$ cat src/rtl/lc4_regfile_ss_if.sv
// Bundle of the register-file read, write, allocate and scoreboard signals.
// The master side is decode/writeback; the slave side is the register file.
interface lc4_regfile_ss_if #(
  parameter int n = 16,
  parameter int a = 3
);
  localparam int R = 1 << a;

  logic         gwe;
  logic [a-1:0] i_rs_A;
  logic [a-1:0] i_rt_A;
  logic [a-1:0] i_rs_B;
  logic [a-1:0] i_rt_B;
  logic [n-1:0] o_rs_data_A;
  logic [n-1:0] o_rt_data_A;
  logic [n-1:0] o_rs_data_B;
  logic [n-1:0] o_rt_data_B;
  logic [a-1:0] i_rd_A;
  logic [a-1:0] i_rd_B;
  logic [n-1:0] i_wdata_A;
  logic [n-1:0] i_wdata_B;
  logic         i_rd_we_A;
  logic         i_rd_we_B;
  logic         i_alloc_we;
  logic [a-1:0] i_alloc_rd;
  logic [R-1:0] o_pending;

  modport master (
    output gwe, i_rs_A, i_rt_A, i_rs_B, i_rt_B,
    output i_rd_A, i_rd_B, i_wdata_A, i_wdata_B, i_rd_we_A, i_rd_we_B,
    output i_alloc_we, i_alloc_rd,
    input  o_rs_data_A, o_rt_data_A, o_rs_data_B, o_rt_data_B, o_pending
  );

  modport slave (
    input  gwe, i_rs_A, i_rt_A, i_rs_B, i_rt_B,
    input  i_rd_A, i_rd_B, i_wdata_A, i_wdata_B, i_rd_we_A, i_rd_we_B,
    input  i_alloc_we, i_alloc_rd,
    output o_rs_data_A, o_rt_data_A, o_rs_data_B, o_rt_data_B, o_pending
  );
endinterface

$ cat src/rtl/lc4_regfile_ss.sv
// Dual-write, quad-read register file for the two-pipe LC4 core, with optional
// same-cycle write forwarding and a pending-producer scoreboard.
module lc4_regfile_ss #(
  parameter int n      = 16,
  parameter int a      = 3,
  parameter int BYPASS = 1
) (
  input  logic               clk,
  input  logic               rst,
  lc4_regfile_ss_if.slave    bus
);
  localparam int R = 1 << a;

  logic [n-1:0] regs_q [R];
  logic [n-1:0] regs_d [R];
  logic [R-1:0] pending_q;
  logic [R-1:0] pending_d;

  logic         wr_en_A;
  logic         wr_en_B;
  logic [a-1:0] rd_sel  [4];
  logic [n-1:0] rd_data [4];

  assign wr_en_A = bus.gwe & bus.i_rd_we_A;
  assign wr_en_B = bus.gwe & bus.i_rd_we_B;

  // B is the younger instruction, so its write is applied last and wins.
  always_comb begin
    regs_d    = regs_q;
    pending_d = pending_q;
    if (wr_en_A) regs_d[bus.i_rd_A] = bus.i_wdata_A;
    if (wr_en_B) regs_d[bus.i_rd_B] = bus.i_wdata_B;
    if (bus.gwe) begin
      for (int k = 0; k < R; k++) begin
        if (bus.i_alloc_we && (bus.i_alloc_rd == a'(k))) begin
          pending_d[k] = 1'b1;
        end else if ((wr_en_A && (bus.i_rd_A == a'(k))) ||
                     (wr_en_B && (bus.i_rd_B == a'(k)))) begin
          pending_d[k] = 1'b0;
        end
      end
    end
  end

  always_ff @(posedge clk or negedge rst) begin
    if (!rst) begin
      for (int k = 0; k < R; k++) begin
        regs_q[k] <= '0;
      end
      pending_q <= '0;
    end else begin
      regs_q    <= regs_d;
      pending_q <= pending_d;
    end
  end

  // Forwarding checks B after A so B's data takes priority on a double match.
  always_comb begin
    rd_sel[0] = bus.i_rs_A;
    rd_sel[1] = bus.i_rt_A;
    rd_sel[2] = bus.i_rs_B;
    rd_sel[3] = bus.i_rt_B;
    for (int p = 0; p < 4; p++) begin
      rd_data[p] = regs_q[rd_sel[p]];
      if (BYPASS != 0) begin
        if (wr_en_A && (bus.i_rd_A == rd_sel[p])) rd_data[p] = bus.i_wdata_A;
        if (wr_en_B && (bus.i_rd_B == rd_sel[p])) rd_data[p] = bus.i_wdata_B;
      end
    end
  end

  assign bus.o_rs_data_A = rd_data[0];
  assign bus.o_rt_data_A = rd_data[1];
  assign bus.o_rs_data_B = rd_data[2];
  assign bus.o_rt_data_B = rd_data[3];
  assign bus.o_pending   = pending_q;
endmodule

$ cat src/flat_wrapper.sv
// flat-port wrapper written by rule: the top's interface ports become plain ports
module lc4_regfile_ss_flat 
#(
  parameter int n      = 16,
  parameter int a      = 3,
  parameter int BYPASS = 1
)
  (clk, rst, bus_gwe, bus_i_rs_A, bus_i_rt_A, bus_i_rs_B, bus_i_rt_B, bus_i_rd_A, bus_i_rd_B, bus_i_wdata_A, bus_i_wdata_B, bus_i_rd_we_A, bus_i_rd_we_B, bus_i_alloc_we, bus_i_alloc_rd, bus_o_rs_data_A, bus_o_rt_data_A, bus_o_rs_data_B, bus_o_rt_data_B, bus_o_pending);
  lc4_regfile_ss_if #(.n(n), .a(a)) bus_i ();
  input  logic clk;
  input  logic rst;
  input wire logic [$bits(bus_i.gwe)-1:0] bus_gwe;
  input wire logic [$bits(bus_i.i_rs_A)-1:0] bus_i_rs_A;
  input wire logic [$bits(bus_i.i_rt_A)-1:0] bus_i_rt_A;
  input wire logic [$bits(bus_i.i_rs_B)-1:0] bus_i_rs_B;
  input wire logic [$bits(bus_i.i_rt_B)-1:0] bus_i_rt_B;
  input wire logic [$bits(bus_i.i_rd_A)-1:0] bus_i_rd_A;
  input wire logic [$bits(bus_i.i_rd_B)-1:0] bus_i_rd_B;
  input wire logic [$bits(bus_i.i_wdata_A)-1:0] bus_i_wdata_A;
  input wire logic [$bits(bus_i.i_wdata_B)-1:0] bus_i_wdata_B;
  input wire logic [$bits(bus_i.i_rd_we_A)-1:0] bus_i_rd_we_A;
  input wire logic [$bits(bus_i.i_rd_we_B)-1:0] bus_i_rd_we_B;
  input wire logic [$bits(bus_i.i_alloc_we)-1:0] bus_i_alloc_we;
  input wire logic [$bits(bus_i.i_alloc_rd)-1:0] bus_i_alloc_rd;
  output wire logic [$bits(bus_i.o_rs_data_A)-1:0] bus_o_rs_data_A;
  output wire logic [$bits(bus_i.o_rt_data_A)-1:0] bus_o_rt_data_A;
  output wire logic [$bits(bus_i.o_rs_data_B)-1:0] bus_o_rs_data_B;
  output wire logic [$bits(bus_i.o_rt_data_B)-1:0] bus_o_rt_data_B;
  output wire logic [$bits(bus_i.o_pending)-1:0] bus_o_pending;
  assign bus_i.gwe = bus_gwe;
  assign bus_i.i_rs_A = bus_i_rs_A;
  assign bus_i.i_rt_A = bus_i_rt_A;
  assign bus_i.i_rs_B = bus_i_rs_B;
  assign bus_i.i_rt_B = bus_i_rt_B;
  assign bus_i.i_rd_A = bus_i_rd_A;
  assign bus_i.i_rd_B = bus_i_rd_B;
  assign bus_i.i_wdata_A = bus_i_wdata_A;
  assign bus_i.i_wdata_B = bus_i_wdata_B;
  assign bus_i.i_rd_we_A = bus_i_rd_we_A;
  assign bus_i.i_rd_we_B = bus_i_rd_we_B;
  assign bus_i.i_alloc_we = bus_i_alloc_we;
  assign bus_i.i_alloc_rd = bus_i_alloc_rd;
  assign bus_o_rs_data_A = bus_i.o_rs_data_A;
  assign bus_o_rt_data_A = bus_i.o_rt_data_A;
  assign bus_o_rs_data_B = bus_i.o_rs_data_B;
  assign bus_o_rt_data_B = bus_i.o_rt_data_B;
  assign bus_o_pending = bus_i.o_pending;
  lc4_regfile_ss #(.n(n), .a(a), .BYPASS(BYPASS)) u_core (.clk(clk), .rst(rst), .bus(bus_i));
endmodule
$ cat config.mk
export PLATFORM = sky130hd
export DESIGN_NAME = lc4_regfile_ss_flat
export DESIGN_NICKNAME = d
export VERILOG_FILES = /design/src/rtl/lc4_regfile_ss_if.sv /design/src/rtl/lc4_regfile_ss.sv /design/src/flat_wrapper.sv
export SDC_FILE = /design/constraint.sdc
export NUM_CORES = 1
export LEC_CHECK = 0
export ABC_AREA = 1
export CELL_PAD_IN_SITES_DETAIL_PLACEMENT = 0
export CELL_PAD_IN_SITES_GLOBAL_PLACEMENT = 2
export CORE_UTILIZATION = 38
export CTS_BUF_LIST = sky130_fd_sc_hd__clkbuf_8
export CTS_CLUSTER_DIAMETER = 50
export CTS_CLUSTER_SIZE = 25
export DETAILED_ROUTE_END_ITERATION = 10
export DONT_BUFFER_PORTS = 1
export HOLD_SLACK_MARGIN = 0.1
export PLACE_DENSITY_LB_ADDON = 0.1
export SETUP_SLACK_MARGIN = 0.1
export SYNTH_ARGS = -nofsm -noshare
export SYNTH_HDL_FRONTEND = slang
export SYNTH_SLANG_ARGS = --single-unit
$ cat constraint.sdc
create_clock -name clk -period 2.7 [get_ports clk]
set_input_delay 0.405 -clock clk [delete_from_list [all_inputs] [get_ports clk]]
set_output_delay 0.405 -clock clk [all_outputs]
set_load 0.02 [all_outputs]
* After elaboration in Yosys (flattened, before gate mapping)
Cells that the tools add are included.
Word-level totals: bits in registers 136, latch bits 0, RAM bits 0, memory bits (read-only) 0, bits of input ports 59, output and inout bits 72, word-level logic and storage cells 166, memories kept 0
Cells by class: $add $sub $neg 0, $mul 0, divide/modulo/power cells 0, magnitude comparators 8, equality and inequality tests 29, shift-type cells 0, multiplexer cells 44, bitwise gates (word level) 8, reductions and logical operators 61
Operators with widths (count):
- two-way mux 16 bit | 18
- bitwise mux 128 bit | 2
- two-way mux 128 bit | 2
- binary-select mux 16 bit (select 3 bit) | 4
- demux 16 bit (select 3 bit) | 2
- equality test 3 bit, second input constant | 12
- logical AND 1 bit | 34
- equality test 3 bit | 8
- >= comparator 4 bit, second input constant | 6
- inverter 3 -> 4 bit | 6
- equality test 3 x 2 -> 1 bit, second input constant | 6
- two-way mux 1 bit | 16
- AND reduction 2 bit | 8
- nonzero test 2 bit | 8
- equality test 3 x 1 -> 1 bit, second input constant | 3
- logical NOT 3 bit | 3
- logical OR 1 bit | 8
- < comparator 4 x 1 -> 1 bit, second input constant | 2
- AND 1 bit | 2

* Logic depth before layout (Yosys ltp)
Gate-level depths: netlist (run 1).
depth in word-level cells 9, depth in mapped cells 10, depth with buffers taken out 8

* Least setup slack after synthesis (run 1)
OpenSTA, ideal clock, no wires.
path kind input-to-output, start point input bus_i_rd_B[0], end point output bus_o_rt_data_B[1], arrival time 1.629 ns, data required time 2.295 ns, slack 0.666 ns, cell stages on the path 8, path buffers 2, cells stage by stage buf_2 inv_2 o21ai_1 nor2_2 nand2_1 buf_2 nand2_1 o21ai_0
Between the ends: cells in the longest elaborated chain, start to end 3
RTL lines:
- start, declared | line flat_wrapper.sv:18 | input wire logic [$bits(bus_i.i_rd_B)-1:0] bus_i_rd_B;
- equality test 3 bit | line lc4_regfile_ss.sv:67 | if (wr_en_B && (bus.i_rd_B == rd_sel[p])) rd_data[p] = bus.i_wdata_B;
- logical AND 1 bit | line lc4_regfile_ss.sv:67
- two-way mux 16 bit | line lc4_regfile_ss.sv:67
- end, declared | line flat_wrapper.sv:28 | output wire logic [$bits(bus_i.o_rt_data_B)-1:0] bus_o_rt_data_B;
No other way between the ends.

* Worst setup path after layout (run 1)
start point input bus_i_rd_we_A, end point output bus_o_rt_data_B[14]
Between the ends: cells in the longest elaborated chain, start to end 4
RTL lines:
- start, declared | line flat_wrapper.sv:21 | input wire logic [$bits(bus_i.i_rd_we_A)-1:0] bus_i_rd_we_A;
- AND 1 bit | line lc4_regfile_ss.sv:24 | assign wr_en_A = bus.gwe & bus.i_rd_we_A;
- logical AND 1 bit | line lc4_regfile_ss.sv:66 | if (wr_en_A && (bus.i_rd_A == rd_sel[p])) rd_data[p] = bus.i_wdata_A;
- two-way mux 16 bit | line lc4_regfile_ss.sv:66
- two-way mux 16 bit | line lc4_regfile_ss.sv:67
No other way between the ends.

==> summary.txt, run 1 <==
Clock network
  – Max Buffers Root-to-Sink: 2
  – Post-CTS setup buffer count: 0
  – Post-CTS sizing: 0
  – CTS tree: yes
  – CTS root buffer: clkbuf_8
  – CTS Hold Buffers Added: 21
  – Clock transition at path regs: roughly 90 ps
  – Clock Latency Late Sink: between 400 and 500 ps
  – CTS buffer count: 17
  – Clock H-tree levels: 4
  – CTS Sinks: 136

Synth
  – Synth Cell Area: 0.0134 mm²
  – Register area share after synthesis: roughly a quarter
  – Synth warn: 0
  – Cell variety after synth: 29
  – Mapped Cells: between 2000 and 2500
  – Syn Nets: around 2400
  – EDFF count, synth: 0
  – Syn Area/Cell: just under 6 µm²
  – Async SR Flop Fraction: 100%
  – Main flop type after synthesis: dfrtp_1
  – Flip-flop and latch count after synthesis: 136

Worst hold path
  – Worst min path class: primary input to async pin

STA
  – # setup viols final: 0
  – Fin Hold WS: -408 ps
  – Unrepaired setup endpoints after global routing: no
  – Tcrit/Tclk final: 86.7%
  – Max Slew Vio Count: 0
  – Setup slack after layout: between 300 and 400 ps
  – Max Clk Rate: around 0.43 GHz
  – Clk_skew: 0 ps
  – Worst Tran Pin Value: 621 ps
  – Final hold vios: around 140
  – Post-route setup TNS: 0 ps
  – Crit path time final: around 2300 ps
  – Worst rel slew slack: 58.6%

Place
  – Pre-CTS setup slack: about 410 ps
  – HPWL Detailed: 43400 µm
  – Port buffer count: 0
  – Routability cong.: between 0.9 and 1

Die
  – # rows: 68
  – Initial Util: a little under 40%
  – Die Y: between 150 and 200 µm
  – I/O pin total: between 100 and 150
  – Die area: around 0.036 mm²
  – Die width: between 150 and 200 µm
  – Core ar.: ~0.035 mm²

Critical path
  – CP top delay family: buffers and inverters
  – CP Capture Type: primary output
  – Critical path class: primary input to primary output
  – Worst path max stage delay: roughly 260 ps
  – Worst r2r src: u_core.regs_q[76]
  – CP Launch Type: primary input
  – CP startpoint: bus_i_rd_we_A
  – Most frequent CP cell: nand2_1
  – Max FO, Critical Path: 16
  – Worst EP required: about 2300 ps
  – Buf/Inv on CP: 4
  – Critical path cell sequence: nand2_1, inv_2, nand2_1, nor2_4, buf_4, nand3_1, nand2_1, inv_1, a21oi_1, buf_4
  – Critical Path Slowest Stage Cell: buf_4
  – Data arrival, critical path: just under 2000 ps

Cells and area
  – Layout cells sized above 1: under 10%
  – Layout net count: roughly 2300
  – Syn-to-layout area delta: 8.90%
  – Final core utilization: a little over two fifths
  – Fill cell count: around 3900

Global routing
  – Initial antenna violation count: 5
  – Total gr overflow: 0
  – Largest net degree at the start of global routing: 137
  – GR Util All Layers: between 40 and 50%
  – Number of global-route vias before repair: roughly 15000
  – First-pass GRT wire length: 104000 µm

Route
  – Vias: approximately 17000
  – DRT antenna net count: 0
  – Initial DRC count: about 2200
  – Drt first pass iters: 6
  – Post-Route WL: 72600 µm
  – Post-detailed-route DRC marker count: 0
  – Detailed-route wire length per cell: around 27 µm
  – DR vias/cell: about 6

Power
  – Peak VDD IR: about 0.67 mV
  – Pwr Density: a little over 600 mW/mm²
  – Leak: about 7.5 nW
  – Total power: approximately 9 mW

Job
  – Maxcap violations: 0

Status
  – Status: finished, violations left
  – Failing checks: hold timing
cell usage after synthesis, types with 2 or more instances:
master	n	area share, %
a21oi_2	4	0.26
buf_6	8	0.67
clkinv_1	2	0.056
inv_2	11	0.31
nand2_2	8	0.37
o211ai_1	128	7.2
nand4_1	8	0.37
nor2_4	8	0.67
inv_1	198	5.6
nor2_2	3	0.14
clkbuf_1	72	2.0
nand4_2	8	0.75
buf_4	7	0.39
o21ai_0	118	4.4
nand2_4	4	0.34
nand2_1	810	23
dfrtp_1	136	25
buf_1	21	0.59
buf_2	80	3.0
o21ai_1	52	1.9
clkinv_2	2	0.075
nand3_1	500	19
a21oi_1	25	0.94
xor2_1	4	0.26
nor2_1	81	2.3
inv_4	4	0.19
worst paths after layout:
kind	cells after the start	slack (ps)	end
setup / recovery	10	360	bus_o_rt_data_B[14]
hold reg to reg	2	650	u_core.bus.o_pending[6]
hold / removal	0	-410	u_core.regs_q[68]
setup reg to reg	4	1720	u_core.regs_q[76]
max in group asynchronous	0	2740	u_core.bus.o_pending[6]
min in group clk	4	110	u_core.bus.o_pending[5]
metrics by stage:
step | instances | area [µm²]
6_report | 2717 | 14600
5_1_grt | 2717 | 14600
4_1_cts | 2713 | 14500
3_5_place_dp | 2660 | 13800
3_3_place_gp | 2660 | 13800
2_1_floorplan | 2305 | 13400
worst reg2reg max path: cells and delay by family, from the launching register on:
kind            cells  cell delay [ps]
flops               1              420
compound gates      2              250
simple gates        1               60
buf+inv             1              100
final cells by class:
class | count | area [µm²] | share of cell area (%)
Sequential cell | 136 | 3400 | 23.4
Clock inverter | 12 | 244 | 1.68
Inverter | 217 | 827 | 5.68
Timing Repair Buffer | 109 | 983 | 6.76
Tap cell | 455 | 569 | 3.91
Clock buffer | 20 | 275 | 1.89
Multi-Input combinational cell | 1764 | 8240 | 56.6
Antenna cell | 4 | 10.0 | 0.0688
routing by layer:
metal / routed length [µm] / vias to the layer above / GRT usage [%]
met1: 28600 / 7847 / 51.9
met4: 4740 / 4 / 25.1
li1: - / 7431 / -
met2: 31600 / 1045 / 60.9
met5: 27 / - / 0
met3: 7500 / 225 / 8.76
registers in the layout (all words and copies together) (netlist names):
register              flops
u_core.bus.o_pending      8
u_core.regs_q           128
kinds of logic after synthesis:
logic type | share of synthesized area [%]
AND/OR/NAND/NOR | 46.6
flip-flops | 25.5
XOR/XNOR | 0.262
buffers and inverters | 12.9
AO/OA/AOI/OAI | 14.8
layout by cell type (no fill, tap or decap), types with 25 or more instances in the layout:
cell / instances
o21ai_0: 118
nand2_1: 810
a21oi_1: 25
dfrtp_1: 136
o211ai_1: 128
buf_4: 79
nor2_1: 81
o21ai_1: 52
inv_1: 195
nand3_1: 500
report_power, final:
part	leakage, nW	internal [mW]	switching [mW]
clock	0.261	1.36	0.978
sequential	1.56	2.54	0.500
combinational	5.66	1.27	2.34
total	7.49	5.17	3.82
No activity file was read; power rests on OpenSTA's default activity.
==> run 2, diff against run 1 <==
- HOLD_SLACK_MARGIN: 0.1 -> 0.15
==> summary.txt, run 2 (synthesized netlist as in run 1, its figures left out) <==
Critical path
  – CP Launch Type: register
  – CP startpoint: u_core.regs_q[27]
  – CP Capture Type: primary output
  – Worst EP required: 2300 ps
  – Critical path class: register to primary output
  – Worst r2r src: u_core.regs_q[76]
  – Max FO, Critical Path: 3
  – Data arrival, critical path: a little under 2000 ps

Clock network
  – Post-CTS setup buffer count: 0
  – CTS buffer count: 17
  – CTS root buffer: clkbuf_8
  – Post-CTS sizing: 0
  – Clock transition at path regs: 90 ps
  – Clock H-tree levels: 4
  – CTS tree: yes
  – Clock Latency Late Sink: ~500 ps
  – CTS Sinks: between 100 and 150
  – CTS Hold Buffers Added: 22
  – Max Buffers Root-to-Sink: 2

Power
  – Pwr Density: approximately 620 mW/mm²
  – Peak VDD IR: 0.669 mV
  – Total power: 8.99 mW
  – Leak: between 7 and 8 nW

STA
  – Clk_skew: 0 ps
  – Max Slew Vio Count: 0
  – # setup viols final: 0
  – Max Clk Rate: ~0.43 GHz
  – Crit path time final: between 2000 and 2500 ps
  – Unrepaired setup endpoints after global routing: no
  – Worst Tran Pin Value: ~630 ps
  – Final hold vios: 136
  – Setup slack after layout: 362 ps
  – Fin Hold WS: -408 ps
  – Post-route setup TNS: 0 ps
  – Worst rel slew slack: between 50% and 60%
  – Tcrit/Tclk final: a little under 90%

Cells and area
  – Syn-to-layout area delta: 8.98%
  – Commonest cells after routing, fill and taps aside: 810 x nand2_1, 500 x nand3_1, 195 x inv_1
  – Design Area, Final: about 0.015 mm²
  – Post-Layout Cell Count: 2718
  – Largest Register: u_core.regs_q
  – Final core utilization: between 40% and 50%
  – Max FFs per register: around 130
  – Commonest non-fill, non-tap cell in the layout: nand2_1
  – Layout cells sized above 1: 7.84%
  – Layout net count: 2305

Route
  – Detailed-route wire length per cell: approximately 27 µm
  – Vias: ~17000
  – Initial DRC count: between 2000 and 2500
  – Post-detailed-route DRC marker count: 0
  – Post-Route WL: between 70000 and 80000 µm
  – DR vias/cell: 6.09
  – DRT antenna net count: 0
  – Drt first pass iters: 6

Die
  – Die Y: around 190 µm
  – # rows: 68
  – Die width: ~190 µm
  – Initial Util: 38.7%
  – I/O pin total: ~130
  – Die area: 0.0359 mm²
  – Core ar.: between 0.03 and 0.04 mm²

Place
  – Placed Area: 0.0138 mm²
  – Pre-CTS setup slack: about 410 ps
  – Port buffer count: 0
  – Cells after DPL: between 2000 and 3000
  – Routability cong.: 0.922
  – HPWL Detailed: approximately 43000 µm

Status
  – Failing checks: hold timing
  – Status: finished, violations left

Global routing
  – First-pass GRT wire length: about 100000 µm
  – Number of global-route vias before repair: between 10000 and 15000
  – Total gr overflow: 0
  – Initial antenna violation count: 5
  – GR Util All Layers: 40.1%
  – Largest net degree at the start of global routing: roughly 140

Job
  – Maxcap violations: 0

Worst hold path
  – Worst min path class: primary input to async pin
-- run 2: cell types whose count changed in the layout (fill, tap and decap cells not counted), sizes merged --
cell and change:
dlygate4sd3 +1
-- run 2: final cells by class --
type / count / area, µm²
diodes: 4 / 10.0
clock buffers: 20 / 275
clock inverters: 12 / 244
fillers: 3874 / 20000
inverters: 217 / 827
multi-input cells: 1764 / 8240
flip-flops and latches: 136 / 3400
well taps: 455 / 569
repair buffers: 110 / 993
-- run 2: report_power, final --
| part | total [mW] | switching (mW) | internal [mW] |
|---|---|---|---|
| Combinational | 3.61 | 2.34 | 1.27 |
| Sequential | 3.03 | 0.494 | 2.54 |
| Clock | 2.34 | 0.982 | 1.36 |
-- run 2: metal layers --
layer | vias up | wire [µm] | GRT usage (%)
met2 | 1073 | 31200 | 60.5
met3 | 248 | 7490 | 8.73
met4 | 4 | 4980 | 25.5
met1 | 7808 | 28500 | 51.8
li1 | 7430 | - | -
met5 | - | 27 | 0
-- run 2: final timing paths --
path | depth (start not counted) | endpoint | slack (ps)
max | 7 | bus_o_rt_data_B[11] | 360
max in group asynchronous | 0 | u_core.regs_q[78] | 2750
min reg2reg | 2 | u_core.bus.o_pending[5] | 650
min in group clk | 2 | u_core.regs_q[18] | 200
max reg2reg | 4 | u_core.regs_q[76] | 1720
min | 0 | u_core.regs_q[68] | -410
-- run 2: critical path, stage by stage (launching register included) --
cell,delay [ps]
dfrtp_1,410
inv_1,100
nand2_1,60
nand3_1,60
nand3_1,210
nand3_1,170
a21oi_1,230
buf_4,180
